<file path="config.mk">
export PLATFORM = sky130hd
export DESIGN_NAME = bldc_commutator
export DESIGN_NICKNAME = d
export VERILOG_FILES = /design/src/rtl/bldc_commutator.sv
export SDC_FILE = /design/constraint.sdc
export NUM_CORES = 1
export LEC_CHECK = 0
export ABC_AREA = 1
export CAP_MARGIN = 10
export CORE_AREA = 2 2 200 202
export CTS_BUF_LIST = sky130_fd_sc_hd__clkbuf_2
export CTS_CLUSTER_SIZE = 40
export DETAILED_ROUTE_END_ITERATION = 8
export DIE_AREA = 0 0 202 204
export GPL_TIMING_DRIVEN = 0
export SLEW_MARGIN = 25
export SYNTH_ARGS = -nofsm -noshare
export SYNTH_HDL_FRONTEND = slang
export SYNTH_SLANG_ARGS = --single-unit
export TNS_END_PERCENT = 100
</file>
<file path="constraint.sdc">
create_clock -name clk -period 9.7 [get_ports clk]
set_clock_uncertainty 0.15 [all_clocks]
set_input_delay 1.94 -clock clk [delete_from_list [all_inputs] [get_ports clk]]
set_output_delay 1.94 -clock clk [all_outputs]
set_load 0.02 [all_outputs]
</file>
<file path="src/rtl/bldc_commutator.sv">
// bldc_commutator: six-step BLDC commutation with hall filter, PWM chop, dead time, open-loop start and fault latch
module bldc_commutator #(
  parameter int unsigned PWM_PERIOD     = 1350,
  parameter int unsigned DEAD_TIME      = 27,
  parameter int unsigned HALL_FILTER    = 4,
  parameter int unsigned OL_STEP_CYCLES = 270000,
  parameter int unsigned OL_STEPS       = 12,
  parameter int unsigned STALL_CYCLES   = 2700000
) (
  input  logic        clk,
  input  logic        rst,
  input  logic        enable,
  input  logic        dir,
  input  logic [10:0] duty,
  input  logic [2:0]  HS,
  output logic        HIN_R,
  output logic        HIN_S,
  output logic        HIN_T,
  output logic        LIN_R,
  output logic        LIN_S,
  output logic        LIN_T,
  output logic [2:0]  step,
  output logic        running,
  output logic        fault,
  output logic [23:0] hall_period
);
  typedef enum logic [1:0] {S_IDLE, S_OPEN, S_CLOSED, S_FAULT} state_t;
  state_t state_q, state_d;
  logic [2:0] hs1_q, hs1_d, hs2_q, hs2_d, cand_q, cand_d, hall_f_q, hall_f_d;
  logic [2:0] tgt_q, tgt_d, step_q, step_d, sec;
  logic [31:0] flt_q, flt_d, pwm_q, pwm_d, ol_cnt_q, ol_cnt_d, ol_n_q, ol_n_d;
  logic [31:0] stall_q, stall_d, dt_q, dt_d, duty_c;
  logic [23:0] hp_cnt_q, hp_cnt_d, hp_q, hp_d, hp_inc;
  logic [5:0] g_q, g_d;
  logic hall_chg, bad_hall, pwm_on, run_d;
  function automatic logic [2:0] sector(input logic [2:0] h);
    return h == 3'd5 ? 3'd0 : h == 3'd4 ? 3'd1 : h == 3'd6 ? 3'd2 :
           h == 3'd2 ? 3'd3 : h == 3'd3 ? 3'd4 : 3'd5;
  endfunction
  function automatic logic [5:0] pattern(input logic [2:0] s, input logic p);
    logic [2:0] hin, lin;
    hin = s < 3'd2 ? 3'b100 : s < 3'd4 ? 3'b010 : 3'b001;
    lin = (s == 3'd0 || s == 3'd5) ? 3'b010 : (s == 3'd1 || s == 3'd2) ? 3'b001 : 3'b100;
    return {hin & {3{p}}, lin};
  endfunction
  always_comb begin
    hs1_d = HS;
    hs2_d = hs1_q;
    cand_d = hs2_q;
    flt_d = hs2_q != cand_q ? 32'd1 : flt_q == HALL_FILTER ? flt_q : flt_q + 32'd1;
    hall_f_d = flt_d == HALL_FILTER ? cand_d : hall_f_q;
    hall_chg = hall_f_d != hall_f_q;
    bad_hall = hall_f_q == 3'd0 || hall_f_q == 3'd7;
    sec = sector(hall_f_q);
    pwm_d = pwm_q == PWM_PERIOD - 1 ? 32'd0 : pwm_q + 32'd1;
    duty_c = 32'(duty) > PWM_PERIOD ? PWM_PERIOD : 32'(duty);
    pwm_on = pwm_q < duty_c;
    hp_inc = &hp_cnt_q ? hp_cnt_q : hp_cnt_q + 24'd1;
    state_d = state_q;
    tgt_d = tgt_q;
    ol_cnt_d = ol_cnt_q;
    ol_n_d = ol_n_q;
    stall_d = 32'd0;
    hp_cnt_d = hp_cnt_q;
    hp_d = hp_q;
    if (state_q == S_OPEN || state_q == S_CLOSED) begin
      hp_cnt_d = hall_chg ? 24'd0 : hp_inc;
      hp_d = hall_chg ? hp_inc : hp_q;
    end
    if (!enable)
      state_d = S_IDLE;
    else if (state_q == S_IDLE) begin
      state_d = S_OPEN;
      tgt_d = 3'd0;
      ol_cnt_d = 32'd0;
      ol_n_d = 32'd0;
      hp_cnt_d = 24'd0;
    end else if (state_q == S_OPEN) begin
      ol_cnt_d = ol_cnt_q == OL_STEP_CYCLES - 1 ? 32'd0 : ol_cnt_q + 32'd1;
      if (ol_cnt_q == OL_STEP_CYCLES - 1) begin
        tgt_d = dir ? (tgt_q == 3'd0 ? 3'd5 : tgt_q - 3'd1) : (tgt_q == 3'd5 ? 3'd0 : tgt_q + 3'd1);
        ol_n_d = ol_n_q + 32'd1;
        state_d = ol_n_q == OL_STEPS - 1 ? S_CLOSED : S_OPEN;
      end
    end else if (state_q == S_CLOSED) begin
      stall_d = hall_chg ? 32'd0 : stall_q + 32'd1;
      state_d = (bad_hall || (!hall_chg && stall_q >= STALL_CYCLES - 1)) ? S_FAULT : S_CLOSED;
      tgt_d = dir ? (sec >= 3'd3 ? sec - 3'd3 : sec + 3'd3) : sec;
    end
    run_d = state_d == S_OPEN || state_d == S_CLOSED;
    dt_d = !run_d ? 32'd0 : (state_q != S_IDLE && tgt_d != tgt_q) ? DEAD_TIME :
           dt_q == 32'd0 ? 32'd0 : dt_q - 32'd1;
    g_d = (run_d && dt_d == 32'd0) ? pattern(tgt_d, pwm_on) : 6'd0;
    step_d = (run_d && dt_d == 32'd0) ? tgt_d : step_q;
  end
  always_ff @(posedge clk or posedge rst) begin
    if (rst) begin
      state_q <= S_IDLE;
      hs1_q <= 3'd0;
      hs2_q <= 3'd0;
      cand_q <= 3'd0;
      hall_f_q <= 3'd0;
      tgt_q <= 3'd0;
      step_q <= 3'd0;
      flt_q <= 32'd0;
      pwm_q <= 32'd0;
      ol_cnt_q <= 32'd0;
      ol_n_q <= 32'd0;
      stall_q <= 32'd0;
      dt_q <= 32'd0;
      hp_cnt_q <= 24'd0;
      hp_q <= 24'd0;
      g_q <= 6'd0;
    end else begin
      state_q <= state_d;
      hs1_q <= hs1_d;
      hs2_q <= hs2_d;
      cand_q <= cand_d;
      hall_f_q <= hall_f_d;
      tgt_q <= tgt_d;
      step_q <= step_d;
      flt_q <= flt_d;
      pwm_q <= pwm_d;
      ol_cnt_q <= ol_cnt_d;
      ol_n_q <= ol_n_d;
      stall_q <= stall_d;
      dt_q <= dt_d;
      hp_cnt_q <= hp_cnt_d;
      hp_q <= hp_d;
      g_q <= g_d;
    end
  end
  assign {HIN_R, HIN_S, HIN_T, LIN_R, LIN_S, LIN_T} = g_q;
  assign step = step_q;
  assign running = state_q == S_CLOSED;
  assign fault = state_q == S_FAULT;
  assign hall_period = hp_q;
endmodule

</file>
---- After elaboration in Yosys (flattened, before gate mapping) ----
Cells that the tools add are included.
operators by class
  $lt $le $gt $ge ......................... 6
  add/subtract/negate cells ............... 11
  eq/ne operators ......................... 23
  reduce and logical (&&, ||, !) cells .... 23
  multiplexer cells ....................... 51
  bitwise logic cells ..................... 1
operators by type and width
  kind                                                                      count
  32-bit 2-to-1 mux                                                         17
  32-bit by 1-bit adder with 32-bit output (second input constant)          5
  24-bit 2-to-1 mux                                                         5
  32-bit by 3-bit equality test with 1-bit output (second input constant)   2
  32-bit zero test                                                          2
  3-bit 2-to-1 mux                                                          18
  32-bit by 11-bit equality test with 1-bit output (second input constant)  1
  32-bit by 19-bit equality test with 1-bit output (second input constant)  1
  32-bit by 4-bit equality test with 1-bit output (second input constant)   1
  32-bit by 22-bit >= comparator with 1-bit output (second input constant)  1
  32-bit by 11-bit < comparator with 1-bit output                           1
  32-bit by 1-bit subtractor with 32-bit output (second input constant)     1
  24-bit by 1-bit adder with 24-bit output (second input constant)          1
  24-bit AND reduction                                                      1
  3-bit equality test (second input constant)                               6
  2-bit 2-to-1 mux                                                          7
  11-bit > comparator (second input constant)                               1
  11-bit 2-to-1 mux                                                         1
  3-bit by 2-bit equality test with 1-bit output (second input constant)    3
  3-bit zero test                                                           3
  3-bit inequality test                                                     3
  2-bit equality test (second input constant)                               3
  1-bit logical OR                                                          6
  6-bit 2-to-1 mux                                                          1
  other kinds (17)                                                          24
word-level totals
  register bits ........................... 266
  output and inout bits ................... 35
  input bits .............................. 18
  logic and storage cells ................. 131

---- Depth between registers and ports, before layout ----
  depth in word-level cells ............... 20
  gate-level depth with buffers ........... 29
  gate-level depth less buffers ........... 29

---- Worst setup path after synthesis ----
OpenSTA, ideal clock, no wires.
  path kind ............................... input to register
  from .................................... input enable
  to ...................................... register ol_cnt_q[31]
  buffers on the path ..................... 0
  slack ................................... 5.215 ns
  required time ........................... 9.415 ns
  data arrival time ....................... 4.200 ns
  setup time .............................. 0.135 ns
  stages .................................. 17
  cells stage by stage .................... inv_1 a21oi_2 inv_2 nor3_2 inv_2 nor4_1 nand3_1 nor4_1 nand2_1 nor4_1 nand2_1 nor2_1 nand2_1 nor2_1 nand2_1 nor3_1 nor3_1
on the way
  word-level cells in the longest chain between the ends .. 1
ends and longest elaborated chain
  item                           line  RTL
  start, declared                12    input logic enable,
  2-bit AND reduction (no line)  n/a
  end signal, assigned           124   ol_cnt_q <= ol_cnt_d;
  end, declared                  31    logic [31:0] flt_q, flt_d, pwm_q, pwm_d, ol_cnt_q, ol_cnt_d, ol_n_q, ol_n_d;
No other way between the ends.
A chain may end at the register's enable or synchronous reset.

---- Worst setup path in the final report ----
Ends and elaborated chain as after synthesis.

==> flow_metrics.env <==
export IMPL_status="completed"
export IMPL_slew_viol_final=0
export IMPL_initial_utilization=0.403
export IMPL_crit_path_end_kind="register"
export IMPL_rr_worst_depth=19
export IMPL_rsz0062_at_grt="false"
export IMPL_setup_viol=0
export IMPL_cts_setup_buffers=0
export IMPL_nets=2327
export IMPL_fin_area_sq_um=17700
export IMPL_reg2reg_to="ol_cnt_q[31]"
export IMPL_synth_xor_area_share=0.0433
export IMPL_required_ps=10330
export IMPL_cts_resized=0
export IMPL_routed_wl_mm=37.9
export IMPL_path_max_fanout=7
export IMPL_syn_avg_cell_area_sq_um=7.34
export IMPL_drc=0
export IMPL_clk_path_buf_depth=3
export IMPL_path_cells="clkdlybuf4s50_1 -> inv_1 -> a21oi_2 -> inv_2 -> nor3_2 -> inv_2 -> nor4_1 -> nand3_1 -> nor4_1 -> nand2_1 -> nor4_1 -> nand2_1 -> nor2_1 -> nand2_1 -> nor2_1 -> nand2_1 -> nor3_1 -> nor3_1"
export IMPL_dpl_cell_count=2732
export IMPL_power_density_nw_per_um2=193
export IMPL_critical_path_class="input port to register"
export IMPL_cts_tree="yes"
export IMPL_synth_top_area_frac=0.421
export IMPL_syn_inst=2152
export IMPL_max_stage_delay_ps=650
export IMPL_place_congestion=0.881
export IMPL_holdBufCountCts=0
export IMPL_syn_nets=2196
export IMPL_syn_area_sq_um=15800
export IMPL_crit_arrival_ps=5760
export IMPL_cts_htree_levels=3
export IMPL_hpwl_mm=27.5
export IMPL_vias=14200
export IMPL_core_sq_um=39200
export IMPL_synth_top_family_by_area="simple AND/OR/NAND/NOR gates"
export IMPL_pre_cts_slack_ps=3690
export IMPL_hold_path_startpoint="hs1_q[2]"
export IMPL_dieHeight_um=204
export IMPL_startpoint_type="input port"
export IMPL_yosys_warnings=0
export IMPL_reg2reg_slack_ps=5400
export IMPL_pin_count=53
export IMPL_ys_types=51
export IMPL_instances_no_fill=2860
export IMPL_hp_class="register to register"
export IMPL_synth_edf_count=0
export IMPL_antenna_found_initial=2
export IMPL_holdPathStages=0
export IMPL_first_iter_violations=843
export IMPL_via_per_inst=4.96
export IMPL_cellLeakagePower_uw=0.00828
export IMPL_grt_max_degree=97
export IMPL_synth_top_area_cell="dfrtp_1"
export IMPL_synth_seq_cells=266
export IMPL_critical_path_slowest_cell="clkdlybuf4s50_1"
export IMPL_ir_worst_vdd_mv=0.165
export IMPL_clk_pin_slew_ps=90
export IMPL_ys_flop_type="dfrtp_1"
export IMPL_synth_compound_area_frac=0.0937
export IMPL_clock_latency_ps=930
export IMPL_synthAdderAreaFrac=0.0206
export IMPL_worst_slack_ps=4570
export IMPL_reg2reg_from="state_q[0]"
export IMPL_whs_endpoint="cand_d[2]"
export IMPL_fp_row_count=73
export IMPL_cp_common_cell="nand2_1"
export IMPL_grt_pass1_wl_mm=64.7
export IMPL_worst_pin_slew_ps=753
export IMPL_ant_nets=0
export IMPL_overflow=0
export IMPL_finalCriticalPeriod_ps=5130
export IMPL_cts_buffers=74
export IMPL_cts_sinks=266
export IMPL_maxCapViolations=0
export IMPL_syn2layout_area_growth_pct=11.9
export IMPL_hold_viol=0
export IMPL_mostFrequentLayoutCells="401 x nand2_1, 343 x inv_1, 336 x nor2_1"
export IMPL_synthSimpleGateAreaFrac=0.326
export IMPL_grt_pass1_vias=13700
export IMPL_wl_per_cell_um=13.3
export IMPL_postPlaceCellArea_sq_um=17000
export IMPL_fmax_ghz=0.195
export IMPL_final_common_cell="nand2_1"
export IMPL_drive_gt1_frac=0.0922
export IMPL_gr_usage_all_layers=0.188
export IMPL_yosys_top_cells_area="dfrtp_1 42%, nand2_1 9.5%, inv_1 8.2%"
export IMPL_die_area_sq_um=41200
export IMPL_seq_area_frac_synth=0.421
export IMPL_fp_dieW_um=202
export IMPL_port_buffers=52
export IMPL_slew_headroom=0.493
export IMPL_async_flop_share=1.00
export IMPL_p_total_uw=3420
export IMPL_synth_mux_area_frac=0
export IMPL_fin_crit_sh=0.529
export IMPL_first_pass_iters=5
export IMPL_root_buffer="clkbuf_2"
==> Yosys cell counts, types with 9 or more instances <==
| library cell | n |
|---|---|
| or2_2 | 25 |
| dfrtp_1 | 266 |
| a21oi_1 | 81 |
| buf_2 | 14 |
| nor2_2 | 13 |
| xnor2_1 | 24 |
| o41ai_1 | 15 |
| clkbuf_1 | 21 |
| nand4_1 | 41 |
| nand2_1 | 401 |
| nor4_1 | 43 |
| nor3b_1 | 10 |
| inv_1 | 344 |
| nor3_1 | 81 |
| xor2_1 | 54 |
| nor2_1 | 336 |
| nand3_1 | 143 |
| nand2_2 | 9 |
| ha_1 | 26 |
| o21ai_0 | 97 |
| o22ai_1 | 22 |
==> logic make-up (layout without fill, tap and decap cells) <==
logic type      count (synthesis)  in the layout
compound gates                257            257
xor+xnor                       78             78
fa+ha+maj                      26             26
buf+inv                       391            572
flops                         266            266
other cells                     0              2
simple gates                 1134           1134
==> worst max-delay path: cells and delay by family <==
kind / cells / cell delay (ps)
AOI/OAI and AO/OA: 1 / 270
buffers and inverters: 4 / 1100
and+or+nand+nor: 13 / 2440
==> power breakdown <==
part	switching, uW	internal [uW]	total [uW]	leakage, uW
Sequential	87.5	1210	1290	0.00365
Combinational	847	489	1340	0.00414
Clock	485	305	791	0.000483
Total	1420	2000	3420	0.00828
==> worst max-delay path by stage <==
stage	startpoint	to	slack, ps	depth (start not counted)
after global routing	enable	ol_cnt_q[31]	4220	18
after detailed placement	enable	ol_cnt_q[31]	3690	18
final	enable	ol_cnt_q[31]	4570	18
after floorplan	rst	cand_d[0]	280	1
after global placement	rst	pwm_q[11]	-3330	2
after CTS	enable	ol_cnt_q[31]	4710	18
==> final cells by class <==
| type | count | area [sq um] |
|---|---|---|
| Clock buffer | 100 | 500 |
| Fill cell | 4088 | 21500 |
| Timing Repair Buffer | 55 | 581 |
| Inverter | 352 | 1330 |
| Antenna cell | 2 | 5.00 |
| Buffer | 39 | 183 |
| Tap cell | 525 | 657 |
| Multi-Input combinational cell | 1495 | 7640 |
| Clock inverter | 26 | 129 |
| Sequential cell | 266 | 6660 |
==> routing by layer <==
layer	track usage	routed length, um
met1	0.248	18100
met2	0.307	17000
met5	0	16
met3	0.0386	1780
met4	0.0651	976
==> stage by stage <==
step                hold WS [ps]  TNS (ps)  utilization
finish                       209         0        0.451
floorplan                    181         0            -
global placement             187   -878250        0.433
detailed placement           196         0        0.435
CTS                          217         0        0.451
global route                 236         0        0.451
==> registers in the layout (all words and copies together) (netlist names), 6 cells and up <==
signal       count
dt_q            32
flt_q           32
g_q              6
hall_period     24
hp_cnt_q        24
ol_cnt_q        32
ol_n_q          32
pwm_q           32
stall_q         32
Note: power is estimated with default switching activity, not from simulation.
